<file path="src/rtl/mem_ctrl_pkg.sv">
`default_nettype none
// +--------------------------------------------------------------------+
// | mem_ctrl_pkg                                                       |
// | Shared encodings and request record for the cache memory control.  |
// | Revision: 1.0                                                      |
// +--------------------------------------------------------------------+
package mem_ctrl_pkg;

  localparam logic [1:0] IDLE  = 2'd0;
  localparam logic [1:0] READ  = 2'd1;
  localparam logic [1:0] RLAST = 2'd2;
  localparam logic [1:0] WRITE = 2'd3;

  localparam logic [1:0] RW_READ  = 2'b01;
  localparam logic [1:0] RW_WRITE = 2'b10;

  localparam logic PORT0 = 1'b0;
  localparam logic PORT1 = 1'b1;

  typedef struct packed {
    logic        write;
    logic [31:0] addr;
    logic [31:0] data;
    logic [3:0]  mask;
  } mem_req_t;

  // Both flag bits set falls back to a read.
  function automatic logic is_write(input logic [1:0] flag);
    return flag == RW_WRITE;
  endfunction

endpackage
`default_nettype wire

</file>
<file path="src/rtl/mem_port_slot.sv">
`default_nettype none
// +--------------------------------------------------------------------+
// | mem_port_slot                                                      |
// | One-deep request latch per cache port with registered done/data.   |
// | Revision: 1.0                                                      |
// +--------------------------------------------------------------------+
module mem_port_slot
  import mem_ctrl_pkg::*;
(
  input  logic        clk,
  input  logic        rst_n,
  input  logic [1:0]  rw_flag,
  input  logic [31:0] addr,
  input  logic [31:0] write_data,
  input  logic [3:0]  write_mask,
  input  logic        release_slot,
  input  logic [31:0] rdata_word,
  output logic        busy,
  output logic        done,
  output logic [31:0] read_data,
  output mem_req_t    req
);

  logic new_req;
  assign new_req = (rw_flag & (RW_READ | RW_WRITE)) != 2'b00;

  always_ff @(posedge clk or negedge rst_n) begin
    if (!rst_n) begin
      busy      <= 1'b0;
      done      <= 1'b0;
      read_data <= '0;
      req       <= '0;
    end else begin
      done <= 1'b0;
      // Releasing frees the slot so a request in the done cycle is taken.
      if (release_slot) begin
        busy <= 1'b0;
        done <= 1'b1;
        if (!req.write) read_data <= rdata_word;
      end else if (!busy && new_req) begin
        busy       <= 1'b1;
        req.write  <= is_write(rw_flag);
        req.addr   <= addr;
        req.data   <= write_data;
        req.mask   <= write_mask;
      end
    end
  end

endmodule
`default_nettype wire

</file>
<file path="src/rtl/mem_ctrl.sv">
`default_nettype none
// +--------------------------------------------------------------------+
// | mem_ctrl                                                           |
// | Arbitrates icache/dcache word requests onto a byte-wide sync RAM.  |
// | Revision: 1.0                                                      |
// +--------------------------------------------------------------------+
module mem_ctrl
  import mem_ctrl_pkg::*;
#(
  parameter int ADDR_WIDTH = 17
) (
  input  logic                  CLK,
  input  logic                  RST_N,
  input  logic [1:0]            p0_rw_flag,
  input  logic [31:0]           p0_addr,
  input  logic [31:0]           p0_write_data,
  input  logic [3:0]            p0_write_mask,
  output logic [31:0]           p0_read_data,
  output logic                  p0_busy,
  output logic                  p0_done,
  input  logic [1:0]            p1_rw_flag,
  input  logic [31:0]           p1_addr,
  input  logic [31:0]           p1_write_data,
  input  logic [3:0]            p1_write_mask,
  output logic [31:0]           p1_read_data,
  output logic                  p1_busy,
  output logic                  p1_done,
  output logic [ADDR_WIDTH-1:0] ram_addr,
  output logic [7:0]            ram_wdata,
  output logic                  ram_we,
  input  logic [7:0]            ram_rdata
);

  logic [1:0]  state;
  logic [1:0]  idx;
  logic        gnt;
  logic        last_grant;
  logic [23:0] rbuf;
  mem_req_t    req0, req1, cur;
  logic        arb_gnt, arb_write;
  logic        rel;
  logic [31:0] rdata_word;
  logic        unused_addr_bits;

  assign rel        = (state == RLAST) || (state == WRITE && idx == 2'd3);
  assign rdata_word = {ram_rdata, rbuf};

  mem_port_slot u_slot0 (
    .clk(CLK), .rst_n(RST_N),
    .rw_flag(p0_rw_flag), .addr(p0_addr), .write_data(p0_write_data),
    .write_mask(p0_write_mask), .release_slot(rel && gnt == PORT0),
    .rdata_word(rdata_word), .busy(p0_busy), .done(p0_done),
    .read_data(p0_read_data), .req(req0)
  );

  mem_port_slot u_slot1 (
    .clk(CLK), .rst_n(RST_N),
    .rw_flag(p1_rw_flag), .addr(p1_addr), .write_data(p1_write_data),
    .write_mask(p1_write_mask), .release_slot(rel && gnt == PORT1),
    .rdata_word(rdata_word), .busy(p1_busy), .done(p1_done),
    .read_data(p1_read_data), .req(req1)
  );

  // Round-robin only breaks ties; a lone request is granted directly.
  always_comb begin
    if (p0_busy && p1_busy) arb_gnt = ~last_grant;
    else if (p1_busy)       arb_gnt = PORT1;
    else                    arb_gnt = PORT0;
    arb_write = (arb_gnt == PORT1) ? req1.write : req0.write;
    cur       = (gnt == PORT1) ? req1 : req0;
  end

  always_comb begin
    ram_addr  = '0;
    ram_wdata = '0;
    ram_we    = 1'b0;
    if (state == READ || state == WRITE) ram_addr = {cur.addr[ADDR_WIDTH-1:2], idx};
    if (state == WRITE) begin
      ram_wdata = cur.data[{idx, 3'b000} +: 8];
      ram_we    = cur.mask[idx];
    end
  end

  assign unused_addr_bits = ^{cur.addr[31:ADDR_WIDTH], cur.addr[1:0]};

  always_ff @(posedge CLK or negedge RST_N) begin
    if (!RST_N) begin
      state      <= IDLE;
      idx        <= 2'd0;
      gnt        <= PORT0;
      last_grant <= PORT1;
      rbuf       <= '0;
    end else begin
      case (state)
        IDLE: begin
          if (p0_busy || p1_busy) begin
            gnt <= arb_gnt;
            if (p0_busy && p1_busy) last_grant <= arb_gnt;
            idx   <= 2'd0;
            state <= arb_write ? WRITE : READ;
          end
        end
        READ: begin
          // RAM read data lags the address by one cycle.
          case (idx)
            2'd1:    rbuf[7:0]   <= ram_rdata;
            2'd2:    rbuf[15:8]  <= ram_rdata;
            2'd3:    rbuf[23:16] <= ram_rdata;
            default: ;
          endcase
          idx <= idx + 2'd1;
          if (idx == 2'd3) state <= RLAST;
        end
        RLAST: state <= IDLE;
        WRITE: begin
          idx <= idx + 2'd1;
          if (idx == 2'd3) state <= IDLE;
        end
        default: state <= IDLE;
      endcase
    end
  end

endmodule
`default_nettype wire

</file>
<file path="config.mk">
export PLATFORM = sky130hd
export DESIGN_NAME = mem_ctrl
export DESIGN_NICKNAME = d
export VERILOG_FILES = /design/src/rtl/mem_ctrl_pkg.sv /design/src/rtl/mem_port_slot.sv /design/src/rtl/mem_ctrl.sv
export SDC_FILE = /design/constraint.sdc
export NUM_CORES = 1
export LEC_CHECK = 0
export BUFFER_PORTS_ARGS = -buffer_cell sky130_fd_sc_hd__buf_2
export CAP_MARGIN = 20
export CORE_ASPECT_RATIO = 1.25
export CORE_UTILIZATION = 25
export CTS_BUF_LIST = sky130_fd_sc_hd__clkbuf_2 sky130_fd_sc_hd__clkbuf_4 sky130_fd_sc_hd__clkbuf_8
export CTS_CLUSTER_SIZE = 8
export DETAILED_ROUTE_END_ITERATION = 8
export HOLD_SLACK_MARGIN = 0.05
export PLACE_DENSITY = 0.42
export SKIP_CTS_REPAIR_TIMING = 1
export SYNTH_ARGS = -nofsm -noshare
export SYNTH_HDL_FRONTEND = slang
export SYNTH_SLANG_ARGS = --single-unit
</file>
<file path="constraint.sdc">
create_clock -name CLK -period 2.26 [get_ports CLK]
set_input_delay 0.452 -clock CLK [delete_from_list [all_inputs] [get_ports CLK]]
set_output_delay 0.452 -clock CLK [all_outputs]
set_load 0.05 [all_outputs]
</file>
== Word-level counts from Yosys, hierarchy flattened ==
Index checks and enable logic that the tools add are counted.
W data, S select, Z words.

* Logic and storage cells: 92
* Bits of input ports: 150
* Output and inout port bits: 94
* Bits in registers: 206

* Add/subtract/negate cells: 1
* Multiplexer cells: 22
* Magnitude comparators: 1
* Eq/ne operators: 11
* Reductions and logical operators: 29
* Shift operators: 1
* Bitwise logic cells: 6

{| class="wikitable"
|+ Operators with widths
! cell !! number
|-
| $mux W53 || 1
|-
| $shiftx A32 B6 Y8 || 1
|-
| $reduce_and A2 Y1 || 9
|-
| $mux W17 || 1
|-
| $eq A2 B2 Y1 const B || 6
|-
| $mux W1 || 11
|-
| $mux W2 || 5
|-
| $reduce_bool A2 Y1 || 5
|-
| $mux W8 || 1
|-
| $pmux W2 S4 || 1
|-
| $logic_and A1 B1 Y1 || 6
|-
| $not A1 Y1 || 6
|-
| $reduce_and A3 Y1 || 2
|-
| $eq A2 B1 Y1 const B || 2
|-
| $ne A2 B2 Y1 const B || 2
|-
| $pmux W2 S2 || 1
|-
| $logic_or A1 B1 Y1 || 3
|-
| $lt A2 B3 Y1 const B || 1
|-
| $add A2 B1 Y2 const B || 1
|-
| $bmux W1 S2 || 1
|-
| $logic_not A1 Y1 || 2
|-
| $logic_not A2 Y1 || 1
|-
| $ne A2 B1 Y1 const B || 1
|-
| $reduce_or A2 Y1 || 1
|}

== Longest topological paths before layout ==
Gate-level depths: netlist (run 1).

* Depth in word-level cells: 6
* Depth in mapped cells: 7
* Mapped depth without buffers: 4

== Modules after synthesis ==
From an unflattened synthesis (run 1), not the netlist that was laid out.

* Cell total of the unflattened synthesis: 638
* Area total of the unflattened synthesis: 10,156.0 um^2

{| class="wikitable"
|+ Modules (own cells, without submodules)
! module !! area an instance (um^2) !! cells an instance !! sequential area each (um^2) !! instances
|-
| mem_port_slot || 3,923.8 || 221 || 2,577.5 || 2
|-
| mem_ctrl || 2,308.5 || 196 || 752.0 || 1
|}

== Worst setup path after synthesis (run 1) ==
Ideal clock, no wire load.

* Path kind: flip-flop to output port
* Start point: register gnt
* End point: output port ram_wdata[6]
* Data arrival time: 2.261 ns
* Stages on the path, launching flop included: 7
* Slack: -0.453 ns
* Data required time: 1.808 ns
* Path buffers: 3
* Cell sequence: dfrtp_1 buf_2 buf_4 buf_2 mux2i_1 a22o_1 nor3_1

* Longest elaborated chain between the ends: 3

{| class="wikitable"
|+ RTL lines
! item !! RTL line !! RTL
|-
| from (decl) || mem_ctrl.sv:36 || <nowiki>logic gnt;</nowiki>
|-
| from (signal assigned) || mem_ctrl.sv:97 || <nowiki>gnt <= arb_gnt;</nowiki>
|-
| $mux W53 || mem_ctrl.sv:70 || <nowiki>cur = (gnt == PORT1) ? req1 : req0;</nowiki>
|-
| $shiftx A32 B6 Y8 || mem_ctrl.sv:79 || <nowiki>ram_wdata = cur.data[{idx, 3'b000} +: 8];</nowiki>
|-
| $mux W8 || mem_ctrl.sv:78 || <nowiki>if (state == WRITE) begin</nowiki>
|-
| to (decl) || mem_ctrl.sv:29 || <nowiki>output logic [7:0] ram_wdata,</nowiki>
|}

Every way passes these cells.

== Worst setup path in the final report (run 1) ==
* Start point: register gnt
* End point: output port ram_wdata[2]

The elaborated chain is that of the path after synthesis.

==> flow_summary.toml, run 1 <==
[power]
p_comb_share_pct = 50.0
cellPowerDensity_nw_per_um2 = 1770
seq_power_share_pct = 31.9
peakVddDrop_mv = 0.791
finalPower_uw = 20400
p_switching_uw = 8650
p_clk_share_pct = 18.1
p_int_uw = 11700
p_leak_uw = 0.00529
p_sw_share_pct = 42.4

[logic_synthesis]
synth_area_sq_um = 8580
ys_ff_latch = 202
synth_cell_types = 33
yosysSeqAreaShare_pct = 58.9
yosysWarnings = 0
postSynthCellCount = 574
avgSynthCellArea_sq_um = 14.9
syn_nets = 728

[place]
hpwl_um = 15900
place_congestion = 0.675
dp.cells = 1199
postPlaceCellArea_sq_um = 10400
port_buffers = 209

[floorplan]
std_cell_rows = 75
core_area_sq_um = 33700
die_w_um = 168
fp.dieH_um = 209
die_area_sq_um = 35100
start_util_pct = 25.5
ios = 244

[layout]
instances_no_fill = 1280
finalInstanceArea_sq_um = 11500
postLayoutCoreUtil_pct = 34.3
final_cell_mix = "dfrtp_1, buf_2, mux2_2"
nFillCells = 3355
drive_gt1_share_pct = 60.7
syn_to_final_growth_pct = 34.5
multi_input_area_sq_um = 3430
nNetsFinal = 984
ff_latch_area_sq_um = 5060
final_common_cell = "dfrtp_1"

[timing]
worst_slack_ns = -0.309
setup_tns_ns = -2.72
fmax_mhz = 389
final_max_slew_viol_count = 0
post-route-period-util_pct = 114
slew_headroom_pct = 65.5
grt_setup_unrepaired = "true"
clock_skew_ns = 0.0197
finalHoldViolCount = 0
period_minus_slack_ns = 2.57
max_slew.worst_pin.slew_ns = 0.517
setup_viol = 17

[cts]
cts_tree = "built"
cts_made_buffers = 39
clk_latency_ns = 0.54
clock_sinks = 202
cts.clk_slew.worst_paths_ns = 0.06
cts_htree_levels = 2
clockBufferDepth = 3
root_buffer = "clkbuf_8"

[min_path]
holdPathStages = 2
hold_class = "in2reg"
min_to = "u_slot0.req[68]"
hold_start = "p0_rw_flag[0]"

[routing]
ant_nets = 0
finalWirelength_um = 23700
wire_per_inst_um = 18.5
via_count = 5687
first_iter_violations = 179
vias_per_cell = 4.44
drtPass1Iterations = 4
drc = 0

[worst_setup_path]
critPathSlowestCell = "dfrtp_4"
cp_max_fo = 8
critPathMaxStageDelay_ns = 0.48
critPathCaptureType = "primary output"
path_class = "reg2out"
r2r-end = "u_slot0.req[14]"
cp.required_ns = 1.81
start_kind = "flop"
r2r_cells = 6
cp_cell_sequence = "buf_12 > buf_12 > mux2i_2 > a22o_1 > nor3_4 > buf_6"
arrival_ns = 2.12
rrSetupSlack_ns = 0.07
r2r-start = "idx[1]"
path_delay_family = "flip-flops"
worst-path-buf-inv = 3
cpMostUsedCell = "buf_12"
crit_start = "gnt"

[run]
maxCapViolations = 0

[run_status]
violations = "setup timing"
status = "finished with violations"

[grt]
grt_first_pass_wirelength_um = 36300
grt_usage_pct = 13.5
grt_start_max_net_pins = 56
antenna_found_initial = 5
grt_pass1_vias = 6206
grt_overflow = 0
## cells by family after synthesis
family | count (synthesis) | synth area share [%]
fa+ha+maj | 4 | 0.583
flops | 202 | 58.9
compound gates | 34 | 3.65
xor+xnor | 2 | 0.204
simple gates | 50 | 2.68
buf+inv | 40 | 2.96
mux | 242 | 31.0
## how the worst max path moves through the flow
stage,end,cells after the start,slack [ns]
floorplan,ram_wdata[6],3,-0.08
global placement,ram_wdata[2],4,0.03
detailed placement,ram_wdata[2],4,0.01
CTS,ram_wdata[2],4,-0.60
global route,ram_wdata[2],6,-0.40
finish,ram_wdata[2],6,-0.31
## power by group through the flow
stage               registers, uW  logic, uW  clock network, uW
finish                       6510      10200               3690
global route                 6770      10800               4000
detailed placement           6620       9510                  0
floorplan                    8350       5260                  0
CTS                          6570       9520               3870
global placement             6570       9440                  0
## flip-flops by register name, indices dropped and copies added, names as in the netlist
register and cells:
u_slot1.read_data 32, last_grant 1, rbuf 24, u_slot1.done 1
u_slot1.req 52, u_slot0.read_data 32, u_slot0.busy 1, idx 2
u_slot0.req 52, state 2, u_slot1.busy 1, gnt 1
u_slot0.done 1
## worst register-to-register path, stage by stage (launching register included)
cell and delay [ns]:
dfrtp_1 0.48, ha_1 0.24, nand2b_2 0.24, a311oi_4 0.37
buf_4 0.19, clkbuf_16 0.17, mux2_2 0.36
## stage by stage
stage | hold WS [ns] | worst slack (ns)
after floorplan | 0.156 | -0.0817
after global placement | 0.405 | 0.0316
after detailed placement | 0.408 | 0.0125
after CTS | -0.195 | -0.603
after global routing | 0.0881 | -0.399
final | 0.114 | -0.309
## layer usage
metal / GRT usage, % / vias up / wire (um)
met5: 0 / - / 51
met4: 4.43 / 8 / 506
met3: 5.17 / 49 / 1850
met2: 21.9 / 182 / 11100
met1: 16.3 / 2862 / 10200
li1: - / 2586 / -
## cell usage after synthesis
library cell	instances	area (sq um)
dfrtp_1	201	5030
mux2_2	176	1980
mux2i_1	52	521
nor2_1	23	86.3
a22o_1	19	166
mux2_1	14	158
buf_2	11	55.1
buf_6	10	113
nor3_1	10	50.1
clkbuf_1	7	26.3
inv_1	7	26.3
nand2_1	6	22.5
buf_4	4	30.0
ha_1	4	50.1
o21ai_0	4	20.0
nand3_1	3	15.0
nor2b_1	3	18.8
a311oi_1	2	17.5
a311oi_4	2	52.6
o32a_1	2	20.0
xnor2_1	2	17.5
a21boi_0	1	7.51
a2bb2oi_1	1	8.76
a31oi_1	1	6.26
and2_1	1	6.26
and3_1	1	6.26
and4b_1	1	10.0
buf_1	1	3.75
dfstp_2	1	26.3
nand2b_1	1	6.26
nand4b_1	1	8.76
o21bai_1	1	7.51
o22ai_1	1	6.26
## layout make-up
type | instances | share of cell area [%]
flip-flops and latches | 202 | 43.9
multi-input cells | 332 | 29.7
repair buffers | 248 | 14.8
clock buffers | 64 | 6.66
well taps | 423 | 4.59
inverters | 7 | 0.228
clock inverters | 2 | 0.108
diodes | 2 | 0.0434
No activity file was read; power rests on OpenSTA's default activity.
==> run 2: changes to the inputs <==
--- a/config.mk
+++ b/config.mk
@@ -8,13 +8,14 @@
 export BUFFER_PORTS_ARGS = -buffer_cell sky130_fd_sc_hd__buf_2
 export CAP_MARGIN = 20
 export CORE_ASPECT_RATIO = 1.25
-export CORE_UTILIZATION = 25
+export CORE_UTILIZATION = 54
 export CTS_BUF_LIST = sky130_fd_sc_hd__clkbuf_2 sky130_fd_sc_hd__clkbuf_4 sky130_fd_sc_hd__clkbuf_8
 export CTS_CLUSTER_SIZE = 8
 export DETAILED_ROUTE_END_ITERATION = 8
 export HOLD_SLACK_MARGIN = 0.05
-export PLACE_DENSITY = 0.42
+export PLACE_DENSITY = 0.8
 export SKIP_CTS_REPAIR_TIMING = 1
+export SLEW_MARGIN = 10
 export SYNTH_ARGS = -nofsm -noshare
 export SYNTH_HDL_FRONTEND = slang
 export SYNTH_SLANG_ARGS = --single-unit
==> flow_summary.toml, run 2 (synthesis results as in run 1) <==
[layout]
postLayoutCoreUtil_pct = 70.2
final_common_cell = "dfrtp_1"
nNetsFinal = 967
drive_gt1_share_pct = 59.0
syn_to_final_growth_pct = 27.3
reg_top3 = "u_slot0.req (52), u_slot1.req (52)"
instances_no_fill = 1037
final_cell_mix = "dfrtp_1, buf_2, mux2_2"

[timing]
worst_slack_ns = -0.232
setup_viol = 21
slew_headroom_pct = 64.6
period_minus_slack_ns = 2.49
finalHoldViolCount = 0
post-route-period-util_pct = 110
fmax_mhz = 401
final_max_slew_viol_count = 0
max_slew.worst_pin.slew_ns = 0.531
grt_setup_unrepaired = "true"
clock_skew_ns = 0.00530

[floorplan]
fp.dieH_um = 143
core_area_sq_um = 15600
start_util_pct = 55.1
ios = 244
die_area_sq_um = 16400
std_cell_rows = 51
die_w_um = 115

[worst_setup_path]
critPathMaxStageDelay_ns = 0.56
start_kind = "flop"
cpMostUsedCell = "buf_6"
critPathSlowestCell = "dfrtp_4"
path_delay_family = "flip-flops"
worst-path-buf-inv = 2
cp_cell_sequence = "buf_6 > mux2i_1 > a22o_1 > nor3_4 > buf_6"
cp_max_fo = 7
critPathCaptureType = "primary output"
arrival_ns = 2.04
path_class = "reg2out"
cp.required_ns = 1.81

[routing]
vias_per_cell = 5.53
drtPass1Iterations = 4
via_count = 5736
drc = 0
ant_nets = 0
first_iter_violations = 231
wire_per_inst_um = 19.7
finalWirelength_um = 20500

[place]
dp_slack_ns = 0.0143
dp.cells = 980
port_buffers = 209
hpwl_um = 13500
place_congestion = 0.754

[power]
peakVddDrop_mv = 0.949
cellPowerDensity_nw_per_um2 = 1770
p_leak_uw = 0.00512

[cts]
cts.clk_slew.worst_paths_ns = 0.06
cts_htree_levels = 1
clk_latency_ns = 0.53
cts_made_buffers = 30
clock_sinks = 202
cts_tree = "built"
clockBufferDepth = 3
root_buffer = "clkbuf_8"

[min_path]
hold_class = "in2reg"

[grt]
grt_first_pass_wirelength_um = 30600
grt_start_max_net_pins = 65
grt_overflow = 0
grt_pass1_vias = 5959
grt_usage_pct = 24.2
antenna_found_initial = 1

[run_status]
status = "finished with violations"
violations = "setup timing"

[run]
maxCapViolations = 0
-- run 2: through the flow --
stage / power (uW) / instance area [sq um] / TNS, ns / hold slack, ns
5_1_grt: 20300 / 10900 / -4.28 / 0.116
4_1_cts: 18700 / 10600 / -6.76 / -0.0946
2_1_floorplan: 13600 / 8690 / -0.0817 / 0.156
3_3_place_gp: 15500 / 10000 / 0 / 0.467
3_5_place_dp: 15900 / 10000 / 0 / 0.475
6_report: 19300 / 10900 / -2.64 / 0.129
-- run 2: final timing paths --
check                                   to      startpoint  slack [ns]  cells after the start
max in group asynchronous  u_slot1.req[50]           RST_N        1.10                      3
max reg2reg                u_slot1.req[40]          idx[1]        0.08                      6
min reg2reg                 u_slot1.req[4]  u_slot1.req[4]        0.49                      1
min in group asynchronous  u_slot1.req[38]           RST_N        0.49                      2
min                        u_slot0.req[68]   p0_rw_flag[0]        0.13                      2
max                           ram_wdata[1]             gnt       -0.23                      5
-- run 2: layout make-up --
| cell class | count | area (sq um) |
|---|---|---|
| antenna | 1 | 2.50 |
| inverter | 7 | 26.3 |
| timing repair buffer | 240 | 1620 |
| sequential | 202 | 5060 |
| fill | 1085 | 4640 |
| multi-input combinational | 332 | 3420 |
| clock buffer | 43 | 529 |
| tap | 212 | 265 |
-- run 2: worst register-to-register path, cell delays in order (launching register included) --
cell and delay [ns]:
dfrtp_1 0.46, ha_1 0.23, nand2b_2 0.26, a311oi_4 0.27
buf_4 0.20, buf_8 0.26, mux2_2 0.38
-- run 2: metal layers --
metal / vias to the layer above / global-route usage, % / routed length (um)
li1: 2535 / - / -
met1: 2944 / 28.3 / 8030
met2: 209 / 43.1 / 10800
met3: 48 / 5.26 / 1110
met4: 0 / 9.30 / 565
met5: - / 0 / 0
-- run 2: where the power goes --
group	switching, uW	leakage [uW]	internal, uW
clock network	1230	0.000283	1460
logic	6010	0.00243	4000
registers	1130	0.00240	5480
